<file path="src/rtl/ysyx_25060173_pipe_buf_if.sv">
// Valid/ready bundle between a producer, the pipeline buffer and a consumer.
// The master side drives the producer/consumer controls; the slave side is the buffer.
interface ysyx_25060173_pipe_buf_if #(
   parameter int WIDTH = 32,
   parameter int DEPTH = 2
);
   logic                          flush;
   logic                          in_valid;
   logic                          in_ready;
   logic [WIDTH-1:0]              in_data;
   logic                          out_valid;
   logic                          out_ready;
   logic [WIDTH-1:0]              out_data;
   logic [$clog2(DEPTH+1)-1:0]    count;

   modport master (
      output flush, in_valid, in_data, out_ready,
      input  in_ready, out_valid, out_data, count
   );

   modport slave (
      input  flush, in_valid, in_data, out_ready,
      output in_ready, out_valid, out_data, count
   );
endinterface

</file>
<file path="src/rtl/ysyx_25060173_pipe_buf.sv">
// N-deep, W-wide valid/ready pipeline buffer (circular FIFO).
// in_ready/out_valid come from registered occupancy only, so backpressure never
// forms a combinational ready chain across stages.
// Optional same-cycle pass-through when empty: define YSYX_25060173_PIPE_BUF_BYPASS_EN.
module ysyx_25060173_pipe_buf #(
   parameter int               WIDTH     = 32,
   parameter int               DEPTH     = 2,
   parameter logic [WIDTH-1:0] RESET_VAL = '0
) (
   input logic                    clk,
   input logic                    rst,
   ysyx_25060173_pipe_buf_if.slave bus
);
   localparam int PW = $clog2(DEPTH);
   localparam int CW = $clog2(DEPTH + 1);

   logic [WIDTH-1:0] mem [DEPTH];
   logic [PW-1:0]    wr_ptr;
   logic [PW-1:0]    rd_ptr;
   logic [CW-1:0]    count_q;

   logic empty;
   logic full;
   logic push;
   logic pop;
   logic store;
   logic take;

   assign empty = (count_q == '0);
   assign full  = (count_q == CW'(DEPTH));

   assign bus.in_ready = ~full;
   assign bus.count    = count_q;
   assign push         = bus.in_valid & ~full;
   assign pop          = bus.out_valid & bus.out_ready;

`ifdef YSYX_25060173_PIPE_BUF_BYPASS_EN
   logic pass;

   // An empty buffer presents the incoming beat directly; if the consumer takes it,
   // the beat never touches storage.
   assign pass          = empty & bus.in_valid;
   assign bus.out_valid = ~empty | pass;
   assign bus.out_data  = ~empty ? mem[rd_ptr] : (bus.in_valid ? bus.in_data : RESET_VAL);
   assign store         = push & ~(pass & bus.out_ready);
   assign take          = pop & ~empty;
`else
   assign bus.out_valid = ~empty;
   assign bus.out_data  = empty ? RESET_VAL : mem[rd_ptr];
   assign store         = push;
   assign take          = pop;
`endif

   // Payload storage; deliberately not reset, contents are only meaningful while counted.
   always_ff @(posedge clk) begin
      if (store && !bus.flush) begin
         mem[wr_ptr] <= bus.in_data;
      end
   end

   // Pointers and occupancy; flush wins over any same-cycle push or pop.
   always_ff @(posedge clk or negedge rst) begin
      if (!rst) begin
         wr_ptr  <= '0;
         rd_ptr  <= '0;
         count_q <= '0;
      end else if (bus.flush) begin
         wr_ptr  <= '0;
         rd_ptr  <= '0;
         count_q <= '0;
      end else begin
         if (store) begin
            wr_ptr <= wr_ptr + PW'(1);
         end
         if (take) begin
            rd_ptr <= rd_ptr + PW'(1);
         end
         if (store && !take) begin
            count_q <= count_q + CW'(1);
         end else if (take && !store) begin
            count_q <= count_q - CW'(1);
         end
      end
   end
endmodule

</file>
<file path="src/flat_wrapper.sv">
// flat-port wrapper written by rule: the top's interface ports become plain ports
module ysyx_25060173_pipe_buf_flat 
#(
   parameter int               WIDTH     = 32,
   parameter int               DEPTH     = 2,
   parameter logic [WIDTH-1:0] RESET_VAL = '0
)
  (clk, rst, bus_flush, bus_in_valid, bus_in_data, bus_out_ready, bus_in_ready, bus_out_valid, bus_out_data, bus_count);
  ysyx_25060173_pipe_buf_if #(.WIDTH(WIDTH), .DEPTH(DEPTH)) bus_i ();
  input logic clk;
  input logic rst;
  input wire logic [$bits(bus_i.flush)-1:0] bus_flush;
  input wire logic [$bits(bus_i.in_valid)-1:0] bus_in_valid;
  input wire logic [$bits(bus_i.in_data)-1:0] bus_in_data;
  input wire logic [$bits(bus_i.out_ready)-1:0] bus_out_ready;
  output wire logic [$bits(bus_i.in_ready)-1:0] bus_in_ready;
  output wire logic [$bits(bus_i.out_valid)-1:0] bus_out_valid;
  output wire logic [$bits(bus_i.out_data)-1:0] bus_out_data;
  output wire logic [$bits(bus_i.count)-1:0] bus_count;
  assign bus_i.flush = bus_flush;
  assign bus_i.in_valid = bus_in_valid;
  assign bus_i.in_data = bus_in_data;
  assign bus_i.out_ready = bus_out_ready;
  assign bus_in_ready = bus_i.in_ready;
  assign bus_out_valid = bus_i.out_valid;
  assign bus_out_data = bus_i.out_data;
  assign bus_count = bus_i.count;
  ysyx_25060173_pipe_buf #(.WIDTH(WIDTH), .DEPTH(DEPTH), .RESET_VAL(RESET_VAL)) u_core (.clk(clk), .rst(rst), .bus(bus_i));
endmodule
</file>
<file path="config.mk">
export PLATFORM = sky130hd
export DESIGN_NAME = ysyx_25060173_pipe_buf_flat
export DESIGN_NICKNAME = d
export VERILOG_FILES = /design/src/rtl/ysyx_25060173_pipe_buf_if.sv /design/src/rtl/ysyx_25060173_pipe_buf.sv /design/src/flat_wrapper.sv
export SDC_FILE = /design/constraint.sdc
export NUM_CORES = 1
export LEC_CHECK = 0
export BUFFER_PORTS_ARGS = -buffer_cell sky130_fd_sc_hd__buf_2
export CAP_MARGIN = 20
export CORE_UTILIZATION = 55
export CTS_CLUSTER_DIAMETER = 100
export CTS_CLUSTER_SIZE = 28
export DETAILED_ROUTE_END_ITERATION = 10
export GPL_TIMING_DRIVEN = 0
export MAX_ROUTING_LAYER = met4
export PLACE_DENSITY_LB_ADDON = 0.25
export SETUP_SLACK_MARGIN = 0.05
export SLEW_MARGIN = 15
export SYNTH_ARGS = -nofsm -noshare
export SYNTH_HDL_FRONTEND = slang
export SYNTH_SLANG_ARGS = --single-unit
</file>
<file path="constraint.sdc">
create_clock -name clk -period 7.4 [get_ports clk]
set_input_delay 1.48 -clock clk [delete_from_list [all_inputs] [get_ports clk]]
set_output_delay 1.48 -clock clk [all_outputs]
set_load 0.01 [all_outputs]
</file>
==> results of run 1 <==
==> cells in the mapped netlist <==
cell type and number:
a21o_1 1, a21oi_1 4, buf_2 4, buf_4 3, dfrtp_1 4, edfxtp_1 64
inv_1 2, inv_2 1, mux2i_1 33, nand2_1 1, nand3b_1 1, nor2_1 34
nor2b_1 1, nor3_1 1, nor3b_1 2, o211ai_1 1, o21ai_0 2, or2_2 1
or3_1 1, xor2_1 1
==> power by group <==
part / total, mW / internal (mW) / leakage (nW) / switching (mW)
Combinational: 0.0913 / 0.0397 / 0.581 / 0.0515
Clock: 0.243 / 0.118 / 0.0800 / 0.125
Sequential: 0.441 / 0.437 / 0.640 / 0.00446
==> worst max-delay path, cell delays in order, from the launching register on <==
cell,delay [ns]
dfrtp_1,0.45
nor2_1,0.34
buf_2,0.30
nor2_1,0.08
buf_2,0.14
==> through the flow <==
step / util / area (sq um) / cells / setup slack (ns) / total power, mW
floorplan: - / 2638 / 162 / 2.996 / 0.5010
global placement: 0.6846 / 3063 / 286 / 1.568 / 0.5367
detailed placement: 0.6994 / 3129 / 292 / 4.271 / 0.5417
CTS: 0.7329 / 3279 / 307 / 4.213 / 0.7793
global route: 0.7329 / 3279 / 307 / 4.112 / 0.8008
finish: 0.7329 / 3279 / 307 / 4.263 / 0.7755
==> metal layers <==
layer	up-vias	wire, microns	GRT usage
met3	11	228	0.04923
met2	53	2324	0.3259
met4	0	101	0.1000
met1	732	1963	0.2320
li1	775	-	-
met5	-	0	-
==> registers in the layout, summed over array words and instances (netlist names) <==
register and cells:
u_core.bus.count 2, u_core.mem 64, u_core.rd_ptr 1, u_core.wr_ptr 1
==> layout make-up <==
cell class | instances | area (sq um) | share of cell area
Tap cell | 52 | 65.06 | 0.01984
Clock inverter | 3 | 15.01 | 0.004578
Inverter | 3 | 11.26 | 0.003434
Clock buffer | 12 | 135.1 | 0.04121
Multi-Input combinational cell | 84 | 571.8 | 0.1744
Timing Repair Buffer | 78 | 416.7 | 0.1271
Buffer | 7 | 42.54 | 0.01297
Sequential cell | 68 | 2022 | 0.6166
==> cells by family after synthesis <==
logic type / share of synthesized area
muxes: 0.1252
DFF: 0.7666
xor gates and xnor gates: 0.003321
buffers and inverters: 0.02040
AOI/OAI and AO/OA: 0.01708
and+or+nand+nor: 0.06736
==> final timing paths <==
kind,startpoint,endpoint,slack [ns]
worst max-delay path,u_core.bus.count[0]$_DFFE_PN0P_,bus_out_data[16],4.26
worst min-delay path,u_core.wr_ptr$_DFFE_PN0P_,u_core.wr_ptr$_DFFE_PN0P_,0.59
worst max register to register,u_core.bus.count[1]$_DFFE_PN0P_,u_core.mem[1][16]$_DFFE_PP_,5.14
worst min register to register,u_core.wr_ptr$_DFFE_PN0P_,u_core.wr_ptr$_DFFE_PN0P_,0.59
max in group asynchronous,rst,u_core.wr_ptr$_DFFE_PN0P_,6.33
min in group asynchronous,rst,u_core.bus.count[0]$_DFFE_PN0P_,0.94
==> results.json, run 1 <==
{
  "critPathMaxFanout": 10,
  "cp-start-kind": "flop",
  "critPathKind": "reg -> out",
  "routedWlPerCell_microns": 15.04,
  "mostFrequentLayoutCell": "buf_2",
  "ys_warn_count": 0,
  "grt_pass1_vias": 1530,
  "period_share": 0.4239,
  "drc": 5,
  "clk_pin_slew_ns": 0.07,
  "setup_violations": 0,
  "syn-cell-area_sq_um": 2638,
  "die-height_microns": 71.25,
  "synth.area.top_cells": "edfxtp_1 73%, mux2i_1 13%, nor2_1 4.8%",
  "cts_root_buf": "clkbuf_8",
  "vias_per_cell": 5.117,
  "final_cell_mix": "76 x buf_2, 64 x edfxtp_1, 34 x nor2_1",
  "tns_ns": 0,
  "clock.fmax_mhz": 318.8,
  "ios": 73,
  "die_x_microns": 71.25,
  "r2r_cells": 6,
  "synth_area_leader_cell": "edfxtp_1",
  "hold_depth": 2,
  "hold_viol": 0,
  "die_area_sq_um": 5077,
  "area_growth_pct": 24.34,
  "drt_iter0_drc": 98,
  "vdd_ir_drop_max_v": 0.0001468,
  "cts_made_buffers": 9,
  "violations": "DRC",
  "critPathArrivalTime_ns": 1.66,
  "p_per_area_nw_per_um2": 236.5,
  "leakagePower_nw": 1.301,
  "hpwl_microns": 3191,
  "portBuffers": 72,
  "synthCells": 162,
  "initial_core_util": 0.5895,
  "coreArea_sq_um": 4474,
  "cts_hold_buf": 0,
  "gp_congestion": 0.7075,
  "max-cap-violations": 0,
  "grt_max_degree": 11,
  "syn_area_per_cell_sq_um": 16.28,
  "synth_nets": 199,
  "post-route-min-period_ns": 3.137,
  "cts_tree": "built",
  "vias": 1571,
  "crit_required_ns": 5.92,
  "slew_headroom": 0.5014,
  "grt.overflow.total": 0,
  "rsz0062_at_grt": "false",
  "seq_area_frac_synth": 0.7666,
  "synth-seq-cells": 68,
  "clock_path_buffers": 2,
  "nFillCells": 299,
  "synth_cell_types": 20,
  "synth_top_area_frac": 0.7287,
  "drt-total-wl_microns": 4617,
  "firstDrtPassIters": 8,
  "cts_htree_levels": 3,
  "diodes": 0,
  "worst_hold_path_type": "reg -> reg",
  "drive_gt1_frac": 0.3961,
  "cts.sinks": 68,
  "worst_skew_pair.late_latency_ns": 0.34,
  "postCtsSetupBuffers": 0,
  "skew_ns": 0.005651,
  "tightest_slew_ns": 0.7438,
  "status": "finished with violations",
  "grtUsageTotal": 0.1996,
  "slew_viol_final": 0,
  "num_rows": 24,
  "crit_path_end_kind": "output port",
  "post_cts_resized": 0,
  "hold_ws_ns": 0.5946,
  "grt_pass1_wl_microns": 6996,
  "final_antenna_net_count": 0,
  "nNetsFinal": 288,
  "antenna_found_initial": 0
}
Power figures use the tool's default switching activity.
==> run 2, diff against run 1 <==
Settings changed: ABC_AREA set to 1, CORE_UTILIZATION 55 to 46.
Clock period 7.4 ns to 2.6 ns, I/O delays scaled along.
==> results.json, run 2 <==
{
  "status": "completed",
  "swShare": 0.3027,
  "final_antenna_net_count": 0,
  "r2r_cells": 5,
  "cp_cell_sequence": "nor2_2 > buf_2 > a21oi_1 > buf_2",
  "place_inst": 356,
  "post-route-min-period_ns": 2.149,
  "diodes": 0,
  "clock.fmax_mhz": 465.4,
  "num_rows": 27,
  "cts_root_buf": "clkbuf_8",
  "syn_area_per_cell_sq_um": 12.57,
  "critical_path_buf_inv_count": 2,
  "hold_depth": 1,
  "die-height_microns": 77.76,
  "clk_pin_slew_ns": 0.07,
  "syn-cell-area_sq_um": 2640,
  "die_area_sq_um": 6046,
  "post_cts_resized": 0,
  "ys_warn_count": 0,
  "regMostFlops": "u_core.mem",
  "crit_family": "flip-flops",
  "cts_hold_buf": 1,
  "cp-start-kind": "flop",
  "synth.most_common_cell": "nand2_1",
  "worst_skew_pair.late_latency_ns": 0.32,
  "synth_area_leader_cell": "edfxtp_1",
  "coreArea_sq_um": 5507,
  "nNetsFinal": 333,
  "setup_violations": 0,
  "critPathArrivalTime_ns": 1.63,
  "p_int_mw": 1.855,
  "area_growth_pct": 26.11,
  "crit_path_end_kind": "output port",
  "slew_headroom": 0.6709,
  "worst_hold_path_type": "in -> reg",
  "cts_tree": "built",
  "p_per_area_nw_per_um2": 799.1,
  "routedWlPerCell_microns": 13.18,
  "vias_per_cell": 4.842,
  "vias": 1806,
  "seqPwrFrac": 0.493,
  "synth.area.top_cells": "edfxtp_1 73%, nand2_1 11%, a21oi_1 6.3%",
  "critPathMaxFanout": 10,
  "cts_made_buffers": 9,
  "regToRegEndpoint": "u_core.mem[0][17]$_DFFE_PP_",
  "critPathKind": "reg -> out",
  "leakagePower_nw": 1.385,
  "antenna_found_initial": 0,
  "hold_viol": 0,
  "period_share": 0.8264,
  "skew_ns": 0.004827,
  "async_flop_share": 0.05882,
  "synth-seq-cells": 68,
  "utilization": 0.6046,
  "p_comb_frac": 0.246,
  "grtUsageTotal": 0.1867,
  "max_stage_delay_ns": 0.45,
  "final_cell_mix": "82 x buf_2, 74 x nand2_1, 64 x edfxtp_1",
  "ios": 73,
  "initial_core_util": 0.4794,
  "postCtsSetupBuffers": 0,
  "cts.sinks": 68,
  "p_switching_mw": 0.8052,
  "drt_iter0_drc": 76,
  "portBuffers": 72,
  "clkPwrFrac": 0.261,
  "synth-main-ff-cell": "edfxtp_1",
  "r2r_setup_slack_ns": 0.81,
  "mostFrequentLayoutCell": "buf_2",
  "synthCells": 210,
  "synth_edf_count": 64,
  "synth_nets": 247,
  "cts_htree_levels": 3,
  "gp_congestion": 0.7817,
  "hpwl_microns": 3392,
  "vdd_ir_drop_max_v": 0.0004991,
  "tightest_slew_ns": 0.4925,
  "synth_common_cells": "74 x nand2_1, 64 x edfxtp_1, 33 x a21oi_1, 10 x buf_2, 6 x nor2_1",
  "grt_pass1_vias": 1752,
  "firstDrtPassIters": 4,
  "crit_required_ns": 2.08,
  "grt_pass1_wl_microns": 8017,
  "drt-total-wl_microns": 4916,
  "die_x_microns": 77.76,
  "cp_slowest_cell": "dfrtp_1",
  "drive_gt1_frac": 0.3555,
  "slew_viol_final": 0,
  "worstHoldStart": "bus_in_data[10]",
  "synth_cell_types": 16,
  "grt_max_degree": 22,
  "grt.overflow.total": 0,
  "drc": 0,
  "largest_reg_flops": 64,
  "seq_area_frac_synth": 0.7659,
  "instances_no_fill": 373,
  "rsz0062_at_grt": "false",
  "power_mw": 2.661,
  "min_to": "u_core.mem[0][10]$_DFFE_PP_",
  "hold_ws_ns": 0.3792,
  "clock_path_buffers": 2,
  "max-cap-violations": 0,
  "r2r-start": "u_core.bus.count[0]$_DFFE_PN0P_",
  "synth_top_area_frac": 0.7280,
  "crit_top_cell": "buf_2"
}
run 2: area by class of cell:
cell class / instances / area, sq um
plain buffers: 10 / 50.05
flip-flops and latches: 68 / 2022
clock inverters: 6 / 31.28
clock buffers: 10 / 127.6
multi-input cells: 126 / 560.5
fillers: 470 / 2177
well taps: 72 / 90.09
repair buffers: 75 / 425.4
inverters: 6 / 22.52
run 2: routing by layer:
layer	vias up	track usage	wire, microns
met3	9	0.05176	283
met2	56	0.3124	2583
met5	-	-	0
li1	902	-	-
met1	839	0.2048	1984
met4	0	0.09245	63
run 2: worst register-to-register path, delay by kind of cell (launching register included):
| family | cells | cell delay (ns) |
|---|---|---|
| flops | 1 | 0.46 |
| buf+inv | 2 | 0.30 |
| compound gates | 1 | 0.21 |
| simple gates | 2 | 0.51 |
run 2: power groups by stage:
stage	sequential [mW]	combinational [mW]	clock, mW
2_1_floorplan	1.33	0.378	0
3_3_place_gp	1.33	0.632	0
3_5_place_dp	1.34	0.663	0
4_1_cts	1.31	0.666	0.718
5_1_grt	1.32	0.737	0.760
6_report	1.31	0.654	0.695
run 2: worst max path at each step:
stage | startpoint | end | slack [ns] | cells after the start
final | u_core.bus.count[0]$_DFFE_PN0P_ | bus_out_data[3] | 0.45 | 4
after global routing | u_core.rd_ptr$_DFFE_PN0P_ | bus_out_data[14] | 0.26 | 6
after detailed placement | bus_in_valid | u_core.mem[0][15]$_DFFE_PP_ | 0.70 | 5
after CTS | u_core.bus.count[0]$_DFFE_PN0P_ | bus_out_data[3] | 0.41 | 4
after floorplan | u_core.bus.count[0]$_DFFE_PN0P_ | u_core.mem[1][0]$_DFFE_PP_ | 0.05 | 4
after global placement | bus_flush | u_core.mem[1][15]$_DFFE_PP_ | -0.77 | 4
run 2: cell families after synthesis:
family / Yosys count / synth area share
buf+inv: 16 / 0.02748
simple gates: 90 / 0.1355
compound gates: 36 / 0.07109
flops: 68 / 0.7659
run 2: stage by stage:
step	setup slack (ns)	TNS, ns	area, sq um
after floorplan	0.05154	0	2643
after global placement	-0.7684	-25.78	3093
after detailed placement	0.7036	0	3161
after CTS	0.4143	0	3329
after global routing	0.2604	0	3329
final	0.4513	0	3329
==> run 3, diff against run 2 <==
Settings changed: ABC_AREA 1 to 0, CORE_UTILIZATION 46 to 51.
Clock period 2.6 ns to 2.2 ns, I/O delays scaled along.
==> results.json, run 3 (synthesis results as in run 1) <==
{
  "cts_made_buffers": 9,
  "critPathArrivalTime_ns": 1.49,
  "drive_gt1_frac": 0.3976,
  "critPathMaxFanout": 10,
  "utilization": 0.6875,
  "max_stage_delay_ns": 0.32,
  "cp_slowest_cell": "dfrtp_1",
  "crit_required_ns": 1.76,
  "diodes": 0,
  "slew_headroom": 0.6308,
  "final_cell_mix": "76 x buf_2, 64 x edfxtp_1, 33 x mux2i_1, 33 x nor2_1, 9 x clkbuf_8",
  "clock_path_buffers": 2,
  "max-cap-violations": 0,
  "grtUsageTotal": 0.1798,
  "die_area_sq_um": 5463,
  "instances_no_fill": 321,
  "initial_core_util": 0.5440,
  "skew_ns": 0.005721,
  "grt_pass1_wl_microns": 6568,
  "cp_cell_sequence": "buf_2 > buf_4 > mux2i_1 > nor2_1 > buf_2",
  "gp_congestion": 0.7720,
  "status": "completed",
  "post-route-min-period_ns": 1.926,
  "cts_htree_levels": 3,
  "portBuffers": 72,
  "hold_viol": 0,
  "final_antenna_net_count": 0,
  "die_x_microns": 73.92,
  "num_rows": 25,
  "vdd_ir_drop_max_v": 0.0005003,
  "cts_root_buf": "clkbuf_8",
  "die-height_microns": 73.92,
  "r2r_setup_slack_ns": 0.31,
  "nNetsFinal": 287,
  "period_share": 0.8755,
  "cp-start-kind": "flop",
  "drt-total-wl_microns": 4371,
  "drt_iter0_drc": 86,
  "crit_path_end_kind": "output port",
  "clk_pin_slew_ns": 0.06,
  "mostFrequentLayoutCell": "buf_2",
  "hpwl_microns": 3034,
  "grt_max_degree": 18,
  "leakagePower_nw": 1.305,
  "ios": 73,
  "nFillCells": 371,
  "power_mw": 2.594,
  "vias_per_cell": 4.847,
  "cts_tree": "built",
  "regMostFlops": "u_core.mem",
  "firstDrtPassIters": 4,
  "vias": 1556,
  "antenna_found_initial": 0,
  "coreArea_sq_um": 4848,
  "crit_top_cell": "buf_2",
  "largest_reg_flops": 64,
  "clock.fmax_mhz": 519.2,
  "grt_pass1_vias": 1483,
  "worst_hold_path_type": "in -> reg",
  "cts.sinks": 68,
  "tightest_slew_ns": 0.5532,
  "p_per_area_nw_per_um2": 778.1,
  "rsz0062_at_grt": "false",
  "postCtsSetupBuffers": 0,
  "place_inst": 305,
  "critPathKind": "reg -> out",
  "routedWlPerCell_microns": 13.62,
  "slew_viol_final": 0,
  "worst_skew_pair.late_latency_ns": 0.33,
  "area_growth_pct": 26.38,
  "drc": 0,
  "setup_violations": 0,
  "grt.overflow.total": 0
}
## run 3: cell count changes in the layout (fill, tap and decap cells not counted), sizes merged, moves of 2 or more
cell / delta
mux2i: +33
nand2: -76
nor3b: +2
a21oi: -29
nor2: +26
nand3: -4
clkinv: -2
inv: -2
## run 3: area by class of cell
class	count	area (sq um)	area share
multi-input combinational	84	594.3	0.1783
clock inverter	4	17.52	0.005255
buffer	7	42.54	0.01276
sequential	68	2022	0.6066
timing repair buffer	77	430.4	0.1291
tap	67	83.83	0.02515
clock buffer	11	131.4	0.03941
inverter	3	11.26	0.003378
## run 3: routing by layer
layer / track usage / wire (microns) / vias up
met4: 0.1154 / 72 / 0
met1: 0.2017 / 1861 / 732
met5: - / 0 / -
li1: - / - / 769
met3: 0.05075 / 208 / 9
met2: 0.2818 / 2228 / 46
## run 3: worst paths after layout
kind | start | endpoint | cells past startpoint
worst max-delay path | u_core.rd_ptr$_DFFE_PN0P_ | bus_out_data[24] | 5
worst min-delay path | bus_in_data[15] | u_core.mem[1][15]$_DFFE_PP_ | 1
worst max register to register | u_core.bus.count[1]$_DFFE_PN0P_ | u_core.mem[1][28]$_DFFE_PP_ | 5
worst min register to register | u_core.wr_ptr$_DFFE_PN0P_ | u_core.wr_ptr$_DFFE_PN0P_ | 2
max in group asynchronous | rst | u_core.wr_ptr$_DFFE_PN0P_ | 2
min in group asynchronous | rst | u_core.bus.count[0]$_DFFE_PN0P_ | 2
## run 3: report_power, final
part	internal [mW]	leakage [nW]	switching, mW
Clock	0.391	0.0780	0.406
Combinational	0.139	0.587	0.172
Sequential	1.47	0.640	0.0164
Total	2.00	1.31	0.594
## run 3: what timing repair did
item,in CTS,in global routing
gates cloned,0,0
hold buffers,1,0
gates resized for setup,1,1
endpoints found under the hold margin,4,0
setup endpoints to repair,2,3
## run 3: critical path: cells and delay by family, from the launching register on
kind / cells / cell delay (ns)
buf+inv: 3 / 0.56
simple gates: 1 / 0.06
flops: 1 / 0.32
mux: 1 / 0.22
## run 3: metrics by stage
stage	setup slack, ns	hold slack (ns)	setup TNS (ns)	cell area, sq um
final	0.2740	0.2997	0	3333
after global placement	-0.3236	0.2530	-16.17	3107
after global routing	0.1176	0.2778	0	3333
after detailed placement	0.3682	0.2523	0	3167
after floorplan	0.09251	0.1444	0	2663
after CTS	0.1578	0.2780	0	3328
